$ cat src/rtl/mips_pkg.sv
// mips_pkg: shared MIPS instruction-format definitions.
//   - bit positions of every decode field in a 32-bit instruction word
//   - OP_RTYPE opcode value and the NOP_WORD encoding (sll $0,$0,0)
//   - instr_fields_t grouping of all decode fields
//   - sign_ext16: 16-to-32 sign extension matching the extensor block
package mips_pkg;

  localparam int OPC_HI = 31;
  localparam int OPC_LO = 26;
  localparam int RS_HI  = 25;
  localparam int RS_LO  = 21;
  localparam int RT_HI  = 20;
  localparam int RT_LO  = 16;
  localparam int RD_HI  = 15;
  localparam int RD_LO  = 11;
  localparam int SH_HI  = 10;
  localparam int SH_LO  = 6;
  localparam int FN_HI  = 5;
  localparam int FN_LO  = 0;
  localparam int IMM_HI = 15;
  localparam int IMM_LO = 0;
  localparam int JA_HI  = 25;
  localparam int JA_LO  = 0;

  localparam logic [5:0]  OP_RTYPE = 6'b000000;
  localparam logic [31:0] NOP_WORD = 32'h0000_0000;

  typedef struct packed {
    logic [5:0]  opcode;
    logic [4:0]  rs;
    logic [4:0]  rt;
    logic [4:0]  rd;
    logic [4:0]  shamt;
    logic [5:0]  funct;
    logic [15:0] imm16;
    logic [25:0] jaddr;
  } instr_fields_t;

  function automatic logic [31:0] sign_ext16(input logic [15:0] v);
    return {{16{v[15]}}, v};
  endfunction

endpackage

$ cat src/rtl/mips_field_split.sv
// mips_field_split: purely combinational slicing of a 32-bit MIPS word
// into its decode fields. Shared by the IF/ID stage and the decoder.
// Ports:
//   word   in  32  instruction word
//   fields out     instr_fields_t with opcode/rs/rt/rd/shamt/funct/imm16/jaddr
module mips_field_split
  import mips_pkg::*;
(
  input  logic [31:0]   word,
  output instr_fields_t fields
);

  assign fields.opcode = word[OPC_HI:OPC_LO];
  assign fields.rs     = word[RS_HI:RS_LO];
  assign fields.rt     = word[RT_HI:RT_LO];
  assign fields.rd     = word[RD_HI:RD_LO];
  assign fields.shamt  = word[SH_HI:SH_LO];
  assign fields.funct  = word[FN_HI:FN_LO];
  assign fields.imm16  = word[IMM_HI:IMM_LO];
  assign fields.jaddr  = word[JA_HI:JA_LO];

endmodule

$ cat src/rtl/if_id_stage.sv
// if_id_stage: IF/ID pipeline register of the MIPS datapath.
// Takes a fetched instruction + PC over valid/ready, registers the word and
// PC+4, and exposes the decode fields as pure slices of the registered word.
// Flush (branch/jump taken) inserts a NOP bubble and drops any word offered
// in the same cycle. deliv_cnt counts completed output handshakes (wraps).
//
// Optional build macro IF_ID_SKID_EN: adds one skid entry so in_ready is a
// flop output with no combinational path from out_ready. Undefined: in_ready
// is the combinational !out_valid || out_ready.
//
// Ports:
//   clk, rst_n (async, active low)
//   in_valid/in_ready/in_instr/in_pc    fetch side handshake
//   flush                               discard held and incoming word
//   out_valid/out_ready                 decode side handshake
//   out_instr, out_pc_plus4             registered word and PC+4
//   opcode, rs, rt, rd, shamt, funct, imm16, jaddr  field slices
//   is_rtype                            opcode==0 gated by out_valid
//   deliv_cnt                           completed out handshakes
module if_id_stage
  import mips_pkg::*;
#(
  parameter int          PC_W     = 32,
  parameter int          CNT_W    = 16,
  parameter logic [31:0] NOP_WORD = mips_pkg::NOP_WORD
) (
  input  logic             clk,
  input  logic             rst_n,
  input  logic             in_valid,
  output logic             in_ready,
  input  logic [31:0]      in_instr,
  input  logic [PC_W-1:0]  in_pc,
  input  logic             flush,
  output logic             out_valid,
  input  logic             out_ready,
  output logic [31:0]      out_instr,
  output logic [PC_W-1:0]  out_pc_plus4,
  output logic [5:0]       opcode,
  output logic [4:0]       rs,
  output logic [4:0]       rt,
  output logic [4:0]       rd,
  output logic [4:0]       shamt,
  output logic [5:0]       funct,
  output logic [15:0]      imm16,
  output logic [25:0]      jaddr,
  output logic             is_rtype,
  output logic [CNT_W-1:0] deliv_cnt
);

  logic [31:0]      instr_reg;
  logic [PC_W-1:0]  pc4_reg;
  logic             valid_reg;
  logic [CNT_W-1:0] cnt_reg;

  logic [PC_W-1:0]  in_pc_plus4;
  logic             accept;
  logic             drain;

  assign in_pc_plus4 = in_pc + PC_W'(4);
  assign drain       = valid_reg && out_ready;
  assign accept      = in_valid && in_ready && !flush;

`ifdef IF_ID_SKID_EN
  logic             skid_valid_reg;
  logic [31:0]      skid_instr_reg;
  logic [PC_W-1:0]  skid_pc4_reg;
  logic             out_free;

  // Registered ready: only the skid occupancy decides it.
  assign in_ready = !skid_valid_reg;
  assign out_free = !valid_reg || out_ready;

  always_ff @(posedge clk or negedge rst_n) begin
    if (!rst_n) begin
      valid_reg      <= 1'b0;
      instr_reg      <= NOP_WORD;
      pc4_reg        <= '0;
      skid_valid_reg <= 1'b0;
      skid_instr_reg <= NOP_WORD;
      skid_pc4_reg   <= '0;
    end else if (flush) begin
      valid_reg      <= 1'b0;
      instr_reg      <= NOP_WORD;
      skid_valid_reg <= 1'b0;
    end else if (out_free) begin
      if (skid_valid_reg) begin
        // Older skid word goes first; no accept is possible this cycle.
        valid_reg      <= 1'b1;
        instr_reg      <= skid_instr_reg;
        pc4_reg        <= skid_pc4_reg;
        skid_valid_reg <= 1'b0;
      end else if (accept) begin
        valid_reg <= 1'b1;
        instr_reg <= in_instr;
        pc4_reg   <= in_pc_plus4;
      end else begin
        valid_reg <= 1'b0;
        instr_reg <= NOP_WORD;
      end
    end else if (accept) begin
      // Output is stalled: park the new word in the skid entry.
      skid_valid_reg <= 1'b1;
      skid_instr_reg <= in_instr;
      skid_pc4_reg   <= in_pc_plus4;
    end
  end
`else
  assign in_ready = !valid_reg || out_ready;

  always_ff @(posedge clk or negedge rst_n) begin
    if (!rst_n) begin
      valid_reg <= 1'b0;
      instr_reg <= NOP_WORD;
      pc4_reg   <= '0;
    end else if (flush) begin
      valid_reg <= 1'b0;
      instr_reg <= NOP_WORD;
    end else if (accept) begin
      // Also covers accept-with-drain: new word replaces the old one.
      valid_reg <= 1'b1;
      instr_reg <= in_instr;
      pc4_reg   <= in_pc_plus4;
    end else if (drain) begin
      valid_reg <= 1'b0;
      instr_reg <= NOP_WORD;
    end
  end
`endif

  // Counts even while flushing: decode already took the word.
  always_ff @(posedge clk or negedge rst_n) begin
    if (!rst_n) begin
      cnt_reg <= '0;
    end else if (drain) begin
      cnt_reg <= cnt_reg + 1'b1;
    end
  end

  instr_fields_t fields;

  mips_field_split u_split (
    .word   (instr_reg),
    .fields (fields)
  );

  assign out_valid    = valid_reg;
  assign out_instr    = instr_reg;
  assign out_pc_plus4 = pc4_reg;
  assign deliv_cnt    = cnt_reg;
  assign opcode       = fields.opcode;
  assign rs           = fields.rs;
  assign rt           = fields.rt;
  assign rd           = fields.rd;
  assign shamt        = fields.shamt;
  assign funct        = fields.funct;
  assign imm16        = fields.imm16;
  assign jaddr        = fields.jaddr;
  assign is_rtype     = valid_reg && (fields.opcode == OP_RTYPE);

endmodule

$ cat config.mk
export PLATFORM = sky130hd
export DESIGN_NAME = if_id_stage
export DESIGN_NICKNAME = d
export VERILOG_FILES = /design/src/rtl/mips_pkg.sv /design/src/rtl/mips_field_split.sv /design/src/rtl/if_id_stage.sv
export SDC_FILE = /design/constraint.sdc
export NUM_CORES = 1
export LEC_CHECK = 0
export CORE_MARGIN = 2
export CORE_UTILIZATION = 43
export CTS_CLUSTER_SIZE = 40
export DETAILED_ROUTE_END_ITERATION = 16
export GPL_TIMING_DRIVEN = 0
export PLACE_DENSITY = 0.89
export SKIP_CTS_REPAIR_TIMING = 1
export SLEW_MARGIN = 20
export SYNTH_ARGS = -nofsm -noshare
export SYNTH_HDL_FRONTEND = slang
export SYNTH_SLANG_ARGS = --single-unit
$ cat constraint.sdc
create_clock -name clk -period 2.6 [get_ports clk]
set_clock_uncertainty 0.15 [all_clocks]
set_input_delay 0.39 -clock clk [delete_from_list [all_inputs] [get_ports clk]]
set_output_delay 0.39 -clock clk [all_outputs]
set_load 0.005 [all_outputs]
==> metrics.txt, run 1 <==
fin nets=between 700 and 800; critical path depth=3; final RePlAce weighted congestion=just under 0.9; data arrival time of the worst path=1790 ps; part of the Yosys area used for sequential elements=between 40% and 50%; clk sinks=81; power density over the cells=511 nW/um2; Initial Utilization=44.8%; number of global-route vias before repair=3,808; area of the placeable core=9330 um2; critical path class=flip-flop to output port; Leak Pwr=around 2.9 nW; Final Cycle Share=89.5%; gate family responsible for the most delay along the worst path=buffers and inverters; clock tree root driver cell=clkbuf_8; Final Hold Viols=0; required arrival time at the worst endpoint=2060 ps; Yosys warning count=0; Clock transition at path regs=around 90 ps; destination of the critical timing path=is_rtype; combined area of all synthesized cells=4180 um2; Max-Cap Viols=0; sum of buffers and inverters on the critical path=1; Setup-failing EPs final=0; Max Clk Rate=~430 MHz; routed wirelength normalized by instance count=16.8 um; Crit Reg-Reg Endpoint=out_instr[23]$_DFFE_PN0P_; FP Rows=35; count of non-filler cells in the finished layout=772; Worst-Skew Late Latency=350 ps; wire length of the first global-routing pass=roughly 20 mm; peak supply drop=0.000254 V; Final Critical Period=around 2300 ps; RSZ-0062 raised after global routing=no; result of the run=completed; Min-Delay Path Class=flip-flop to flip-flop; cell count after synthesis=400; H-tree Lvls=3; transition time at the pin with the least slew margin=514 ps; share of total power consumed by net switching=27.3%; total nets after synthesis=471; share of power burned in the clock network=26.9%; combined global-route utilization of all metal layers=24.3%; Area growth, synth to finish=63.5%; largest net degree at the start of global routing=52; minimum setup slack among reg-to-reg paths=520 ps; final WL=~13 mm; Ant. Diodes=0; cell count after placement=755; Setup crit start kind=flip-flop; launching element of the worst setup path=out_instr[29]$_DFFE_PN0P_; I/O pin total=between 200 and 250; sequential power share=44.5%; clock tree from TritonCTS=yes; total via count in the routed design=between 3k and 4k; maximum fanout encountered on the critical timing path=4; fraction of final layout cells with drive strength greater than 1=17.1%; standard cell with the maximum stage delay on the critical path=clkdlybuf4s50_1; initial antenna violation count=0; area used by multi-input combinational logic=about 1500 um2; relative contribution of combinational cells to total power=approximately 29%; post-route setup TNS=0 ps; filler cell count=668; post-synthesis average cell area=10.4 um2; count of port buffers added during placement=around 230; endpoint class of the critical path=output port; Iter 0 DRT Violations=86; Storage cell area=2030 um2; headroom to the max-slew limit=65.4%; total count of max-transition violations in the final report=0; remaining antenna violation count=0; P_sw=0.000951 W; total CTS buffers=9; drt drc=0; die height=about 100 um; worst-case reg-to-reg path depth=4; number of distinct library cell variants in the gate-level netlist after synthesis=31; FF+latch count, synth=81; Worst R2R Start=out_valid$_DFFE_PN0P_; placed wire-length estimate=10.2 mm; maximum single-stage delay on the critical path=530 ps; maximum root-to-sink buffer count=2; First-pass DRT Iterations=4; Die Area=10,500 um2; cell-by-cell trace of the critical path=nor4_1 > and3_1 > clkdlybuf4s50_1; internal power of the cells=approximately 0.0025 W; average vias per placed instance=4.92; Die X=103 um; total gr overflow=0
[sequential cells by signal, summed over array words and instances, names as in the netlist]
name	count
deliv_cnt	16
out_instr	32
out_valid	1
out_pc_plus4	32
[metal layers]
metal  part of all wire [%]  vias to the layer above  wire length [um]  track usage [%]
li1                       -                     1783                 -                -
met5                      0                        -                 0                0
met2                     52                      158              6780             43.9
met3                    8.8                       14              1130             7.39
met1                     38                     1847              4860             27.7
met4                    1.3                        0               163             7.38
[cell usage after synthesis]
| library cell | n | area share [%] |
|---|---|---|
| nor4_1 | 1 | 0.15 |
| clkbuf_1 | 7 | 0.63 |
| or2_2 | 1 | 0.15 |
| nor2b_1 | 2 | 0.30 |
| mux2i_1 | 1 | 0.24 |
| and4_2 | 1 | 0.24 |
| and3_1 | 6 | 0.90 |
| buf_1 | 2 | 0.18 |
| ha_1 | 2 | 0.60 |
| and4_1 | 1 | 0.21 |
| a22o_1 | 32 | 6.7 |
| xor2_1 | 25 | 5.2 |
| a21oi_1 | 26 | 3.1 |
| nand4_1 | 16 | 2.4 |
| a21oi_2 | 2 | 0.42 |
| nor2_1 | 43 | 3.9 |
| inv_1 | 5 | 0.45 |
| nor3b_1 | 1 | 0.18 |
| buf_2 | 4 | 0.48 |
| nor3_2 | 2 | 0.48 |
| xnor2_1 | 18 | 3.8 |
| nor4_4 | 2 | 1.0 |
| and2_1 | 3 | 0.45 |
| dfrtp_1 | 81 | 49 |
| nand4_4 | 2 | 1.0 |
| nand2_1 | 15 | 1.3 |
| nand3_1 | 17 | 2.0 |
| mux2_2 | 4 | 1.1 |
| buf_4 | 74 | 13 |
| nor3_1 | 3 | 0.36 |
| and3b_1 | 1 | 0.21 |
[worst min-delay path by stage]
stage / cells past startpoint / from / slack, ps / to
after floorplan: 0 / rst_n / -60 / deliv_cnt[0]$_DFFE_PN0P_
after detailed placement: 1 / rst_n / 220 / out_pc_plus4[20]$_DFFE_PN0P_
after CTS: 1 / rst_n / -170 / out_pc_plus4[20]$_DFFE_PN0P_
after global placement: 1 / deliv_cnt[15]$_DFFE_PN0P_ / 310 / deliv_cnt[15]$_DFFE_PN0P_
final: 1 / deliv_cnt[15]$_DFFE_PN0P_ / 320 / deliv_cnt[15]$_DFFE_PN0P_
after global routing: 1 / deliv_cnt[15]$_DFFE_PN0P_ / 330 / deliv_cnt[15]$_DFFE_PN0P_
[power groups by stage]
stage	logic [W]	clock network (W)	registers, W
final	0.000999	0.000939	0.00155
after global routing	0.00107	0.00102	0.00157
after CTS	0.00101	0.000966	0.00155
after detailed placement	0.00101	0	0.00157
after global placement	0.000967	0	0.00157
after floorplan	0.000323	0	0.00156
[cell type report]
cell class	count	area share, %
tap	129	2.36
buffer	87	8.92
inverter	5	0.275
clock buffer	10	2.01
clock inverter	6	0.989
sequential	81	29.7
multi-input combinational	227	22.3
timing repair buffer	227	33.5
[per-stage QoR]
step / instance area [um2] / utilization, % / hold WS (ps) / setup WS (ps) / total power [W]
2_1_floorplan: 4180 / - / -55.6 / 946 / 0.00188
5_1_grt: 6830 / 73.3 / 333 / 164 / 0.00367
4_1_cts: 6820 / 73.1 / -168 / 243 / 0.00353
3_5_place_dp: 6620 / 70.9 / 217 / 92.8 / 0.00258
3_3_place_gp: 6590 / 70.7 / 311 / -1820 / 0.00254
6_report: 6830 / 73.3 / 325 / 273 / 0.00349
[cells in the final DEF (no fill, tap or decap), types with 2 or more instances in the layout]
| cell | netlist | layout |
|---|---|---|
| clkdlybuf4s50_1 | 0 | 224 |
| dfrtp_1 | 81 | 81 |
| buf_4 | 74 | 75 |
| nor2_1 | 43 | 43 |
| a22o_1 | 32 | 32 |
| a21oi_1 | 26 | 26 |
| xor2_1 | 25 | 25 |
| xnor2_1 | 18 | 18 |
| nand3_1 | 17 | 17 |
| nand4_1 | 16 | 16 |
| nand2_1 | 15 | 15 |
| clkbuf_8 | 0 | 10 |
| clkbuf_1 | 7 | 7 |
| and3_1 | 6 | 6 |
| inv_1 | 5 | 5 |
| buf_2 | 4 | 4 |
| mux2_2 | 4 | 4 |
| and2_1 | 3 | 3 |
| nor3_1 | 3 | 3 |
| nor2b_1 | 2 | 2 |
| nand4_4 | 2 | 2 |
| nor3_2 | 2 | 2 |
| buf_1 | 2 | 2 |
| nor4_4 | 2 | 2 |
| a21oi_2 | 2 | 2 |
| ha_1 | 2 | 2 |
| clkinvlp_4 | 0 | 2 |
| clkinv_4 | 0 | 2 |
[logic make-up after synthesis]
kind of cell | share of synthesized area (%)
xor+xnor | 9.01
buf+inv | 15.0
fa+ha+maj | 0.599
mux | 1.32
simple gates | 15.3
compound gates | 10.2
flops | 48.5
Note: power is estimated with default switching activity, not from simulation.
==> run 2: changes to the inputs <==
--- a/config.mk
+++ b/config.mk
@@ -12,7 +12,7 @@
 export GPL_TIMING_DRIVEN = 0
 export PLACE_DENSITY = 0.89
 export SKIP_CTS_REPAIR_TIMING = 1
-export SLEW_MARGIN = 20
+export SLEW_MARGIN = 15
 export SYNTH_ARGS = -nofsm -noshare
 export SYNTH_HDL_FRONTEND = slang
 export SYNTH_SLANG_ARGS = --single-unit
==> results of run 2 <==
The final DEF is identical to that of run 1; final timing and power are the same.
==> patch 1 (config.mk and constraints of run 2) <==
Build with the macro `IF_ID_SKID_EN` defined.
--- a/src/rtl/if_id_stage.sv
+++ b/src/rtl/if_id_stage.sv
@@ -17,6 +17,8 @@
 //   opcode, rs, rt, rd, shamt, funct, imm16, jaddr  field slices
 //   is_rtype                            opcode==0 gated by out_valid
 //   deliv_cnt                           completed out handshakes
+`define IF_ID_SKID_EN
+
 module if_id_stage
   import mips_pkg::*;
 #(
Check against the original RTL: not equivalent (a bounded check fails within 4 cycles, from zero or initial values and one cycle with rst_n low).
==> patch 1 against run 2 <==
Final area grew 54%; area after synthesis up 74%; sequential cell count increased by 65; total power up 94%; setup slack got worse by 0.16 ns; via count up 83%; first-iteration DRC count increased to 6.4 times the old value; wire length rose by 72%; largest power group unchanged.
==> patch 1: results (changes against run 2) <==
SYNTHTOPCELLSBYAREA='dfrtp_1 (50%), nand2_1 (8.9%), buf_4 (7.6%), a221oi_1 (3.8%), nor3_1 (3.5%)'  # was dfrtp_1 (49%), buf_4 (13%), a22o_1 (6.7%), xor2_1 (5.2%), nor2_1 (3.9%)
COMBINATIONALPOWER_W=0.00133  # was 0.000999 W
WORSTHOLDENDPOINT='skid_instr_reg[21]'  # was deliv_cnt[15]
DPL_WORST_SLACK_NS=-0.697  # was 0.0928 ns
MIN_FROM='skid_instr_reg[21]'  # was deliv_cnt[15]
GRT_PASS1_WL_MICRONS=34500  # was 19,700 microns
CLK_LATENCY_NS=0.42  # was 0.35 ns
PLACED_AREA_SQ_MM=0.00985  # was 0.00662 sq mm
CLK_PIN_SLEW_NS=0.05  # was 0.09 ns
TRITONCTS.NUM_BUFFERS=17  # was 9
OUTCOME='finished, final reports clean'  # unchanged
LAYOUT-DRIVE-GT1-SHARE=0.116  # was 0.171
CRIT_FANOUT=10  # was 4
PLACE_CONGESTION=0.947  # was 0.892
GRT_PASS1_VIAS=6596  # was 3,808
ROUTED-VIA-COUNT=6944  # was 3,802
SHARE_OF_THE_SYNTHESIZED_AREA_IN_COMPOUND_GATES_AO_OA_AOI_OAI=0.105  # was 0.102
DRT_ITER0_DRC=550  # was 86
ROUTED_WIRE_LENGTH_PER_INSTANCE_MICRONS=17.2  # was 16.8 microns
WORST-ENDPOINT-ARRIVAL_NS=1.95  # was 1.79 ns
FMAX_GHz=0.402  # was 0.430 GHz
FINAL.HOLD.WORST_SLACK_NS=0.325  # about the same
LAYOUT.NETS=1128  # was 709
POWER_PER_CELL_AREA_mW_PER_MM2=644  # was 511 mW/mm^2
SEQ_AREA_FRAC_SYNTH=0.501  # was 0.485
YS_TYPES=40  # was 31
PLACED_CELLS_INCL_TAPS=1257  # was 755
R2R-END='out_pc_plus4[11]'  # was out_instr[23]
-- patch 1: cell count changes after synthesis, sizes merged, moves of 9 or more --
cell    before  now
nor2        43   68
a21oi       28   12
nor3         5   51
a31oi        0    9
clkbuf       7   44
a22o        32    0
a221oi       0   32
o21ai        0   50
and3         6   17
dfrtp       81  146
xor2        25   14
nand2       15  172
-- patch 1: metal layers --
layer  vias up  global-route usage  wire length [microns]
li1       3199                   -                      -
met1      3292               0.304                   8700
met2       414               0.421                  11000
met3        39              0.0612                   2050
met4         0              0.0772                    440
met5         -                   0                      0
-- patch 1: cell type report --
type,instances,area (sq um)
Inverter,8,30.0
Clock inverter,9,128
Fill cell,1360,6080
Multi-Input combinational cell,537,2910
Clock buffer,23,478
Tap cell,220,275
Sequential cell,146,3650
Buffer,120,736
Timing Repair Buffer,227,2300
==> patch 2 (settings of run 2) <==
Without the edit above. Register the output `deliv_cnt` once more; this adds one clock of latency there. The other outputs are not delayed to match. Comments in the files are not updated.
--- a/src/rtl/if_id_stage.sv
+++ b/src/rtl/if_id_stage.sv
@@ -146,7 +146,9 @@
   assign out_valid    = valid_reg;
   assign out_instr    = instr_reg;
   assign out_pc_plus4 = pc4_reg;
-  assign deliv_cnt    = cnt_reg;
+  always_ff @(posedge clk) begin
+    deliv_cnt <= cnt_reg;
+  end
   assign opcode       = fields.opcode;
   assign rs           = fields.rs;
   assign rt           = fields.rt;
Function: changed (a bounded check fails within 4 cycles, from zero or initial values and one cycle with rst_n low).
==> patch 2 against run 2 <==
Sequential share of layout area is 3.5 points higher; setup slack worse by 0.13 ns; wire length is 4.1% lower; sequential cell count is 16 higher; final area is 3.5% higher; combinational power is 1% lower; total power is 8.5% higher; count of clock-buffer cells in the layout is 1 lower; area after synthesis is 5.9% higher; die area is 5.6% higher; non-clock buffer count is 1 higher; critical path depth is 4 higher; critical path type is now in2reg; highest routed layer unchanged.
==> patch 2: results (changes against run 2) <==
GRT_START_MAX_NET_PINS=46  # was 52
ROUTED-VIA-COUNT=3777  # was 3,802
GROUTE.LAYER.MET2.USAGE=0.409  # was 0.439
P_CLK_FRAC=0.252  # was 0.269
POWER.NET_SWITCHING_W=0.00107  # was 0.000951 W
R2R-END='out_instr[8]'  # was out_instr[23]
DRT_ITER0_DRC=123  # was 86
RRSETUPSLACK_NS=0.26  # was 0.52 ns
SEQ_AREA_FRAC_SYNTH=0.531  # was 0.485
SYNTHTOPCELLSBYAREA='dfrtp_1 (46%), buf_4 (13%), dfxtp_1 (7.2%), a22o_1 (6.3%), xnor2_1 (4.2%)'  # was dfrtp_1 (49%), buf_4 (13%), a22o_1 (6.7%), xor2_1 (5.2%), nor2_1 (3.9%)
SYNTH.TOP_CELLS.BY_COUNT='dfrtp_1 (81), buf_4 (74), nor2_1 (41), a22o_1 (32), a21oi_1 (26)'  # was dfrtp_1 (81), buf_4 (74), nor2_1 (43), a22o_1 (32), a21oi_1 (26)
OUTCOME='finished, final reports clean'  # unchanged
P_LEAK_nW=3.01  # was 2.92 nW
WORSTHOLDPATHCELLS=0  # was 1
YS_TYPES=30  # was 31
PLACE_HPWL_MICRONS=9810  # was 10,200 microns
SYNTH-ASYNC-RESET-RATIO=0.835  # was 1.00
DPL_WORST_SLACK_NS=-0.330  # was 0.0928 ns
P_SEQ_FRAC=0.487  # was 0.445
MIN_FROM='cnt_reg[12]'  # was deliv_cnt[15]
CRIT_SLOWEST_CELL='nor3_2'  # was clkdlybuf4s50_1
PLACED_CELLS_INCL_TAPS=772  # was 755
CLK_PIN_SLEW_NS=0.11  # was 0.09 ns
LAYOUT-DRIVE-GT1-SHARE=0.159  # was 0.171
WORSTHOLDENDPOINT='deliv_cnt[12]'  # was deliv_cnt[15]
MET3WIRELENGTH_MICRONS=823  # was 1130 microns
WORST_CASE_VDD_IR_DROP_V=0.000373  # was 0.000254 V
GRT_PASS1_WL_MICRONS=19500  # was 19,700 microns
GLOBAL_ROUTE.USAGE.MET3=0.0563  # was 0.0739
MAX_STAGE_DELAY_NS=0.67  # was 0.53 ns
GRT_USE_MET1=0.254  # was 0.277
WORSTSETUPSTARTPOINT='in_pc[2]'  # was out_instr[29]
POST_SYNTH_INST_COUNT=410  # was 400
WIRELENGTH_MICRONS=12400  # was 12,900 microns
WORST-ENDPOINT-ARRIVAL_NS=2.54  # was 1.79 ns
ROUTED_VIA_DENSITY=4.79  # was 4.92
## patch 2: cell count changes in the layout (fill, tap and decap cells not counted), moves of 3 or more
cell and change:
nand3_2 +3, nand3_1 -3, nand4_1 -3, xnor2_1 +3, dfxtp_1 +16, buf_2 -4, xor2_1 -5, clkbuf_1 +6
## patch 2: area by class of cell
class	instances	area [sq um]
Clock inverter	7	72.6
Multi-Input combinational cell	218	1440
Inverter	7	26.3
Fill cell	759	3070
Tap cell	136	170
Buffer	88	609
Clock buffer	9	124
Timing Repair Buffer	227	2280
Sequential cell	97	2350
## patch 2: cell families (layout without fill, tap and decap cells)
| family | after synthesis | after routing | synth area share |
|---|---|---|---|
| mux | 5 | 5 | 0.0124 |
| xor+xnor | 41 | 41 | 0.0812 |
| flops | 97 | 97 | 0.531 |
| compound gates | 62 | 62 | 0.0978 |
| simple gates | 108 | 108 | 0.129 |
| buf+inv | 95 | 338 | 0.143 |
| fa+ha+maj | 2 | 2 | 0.00566 |
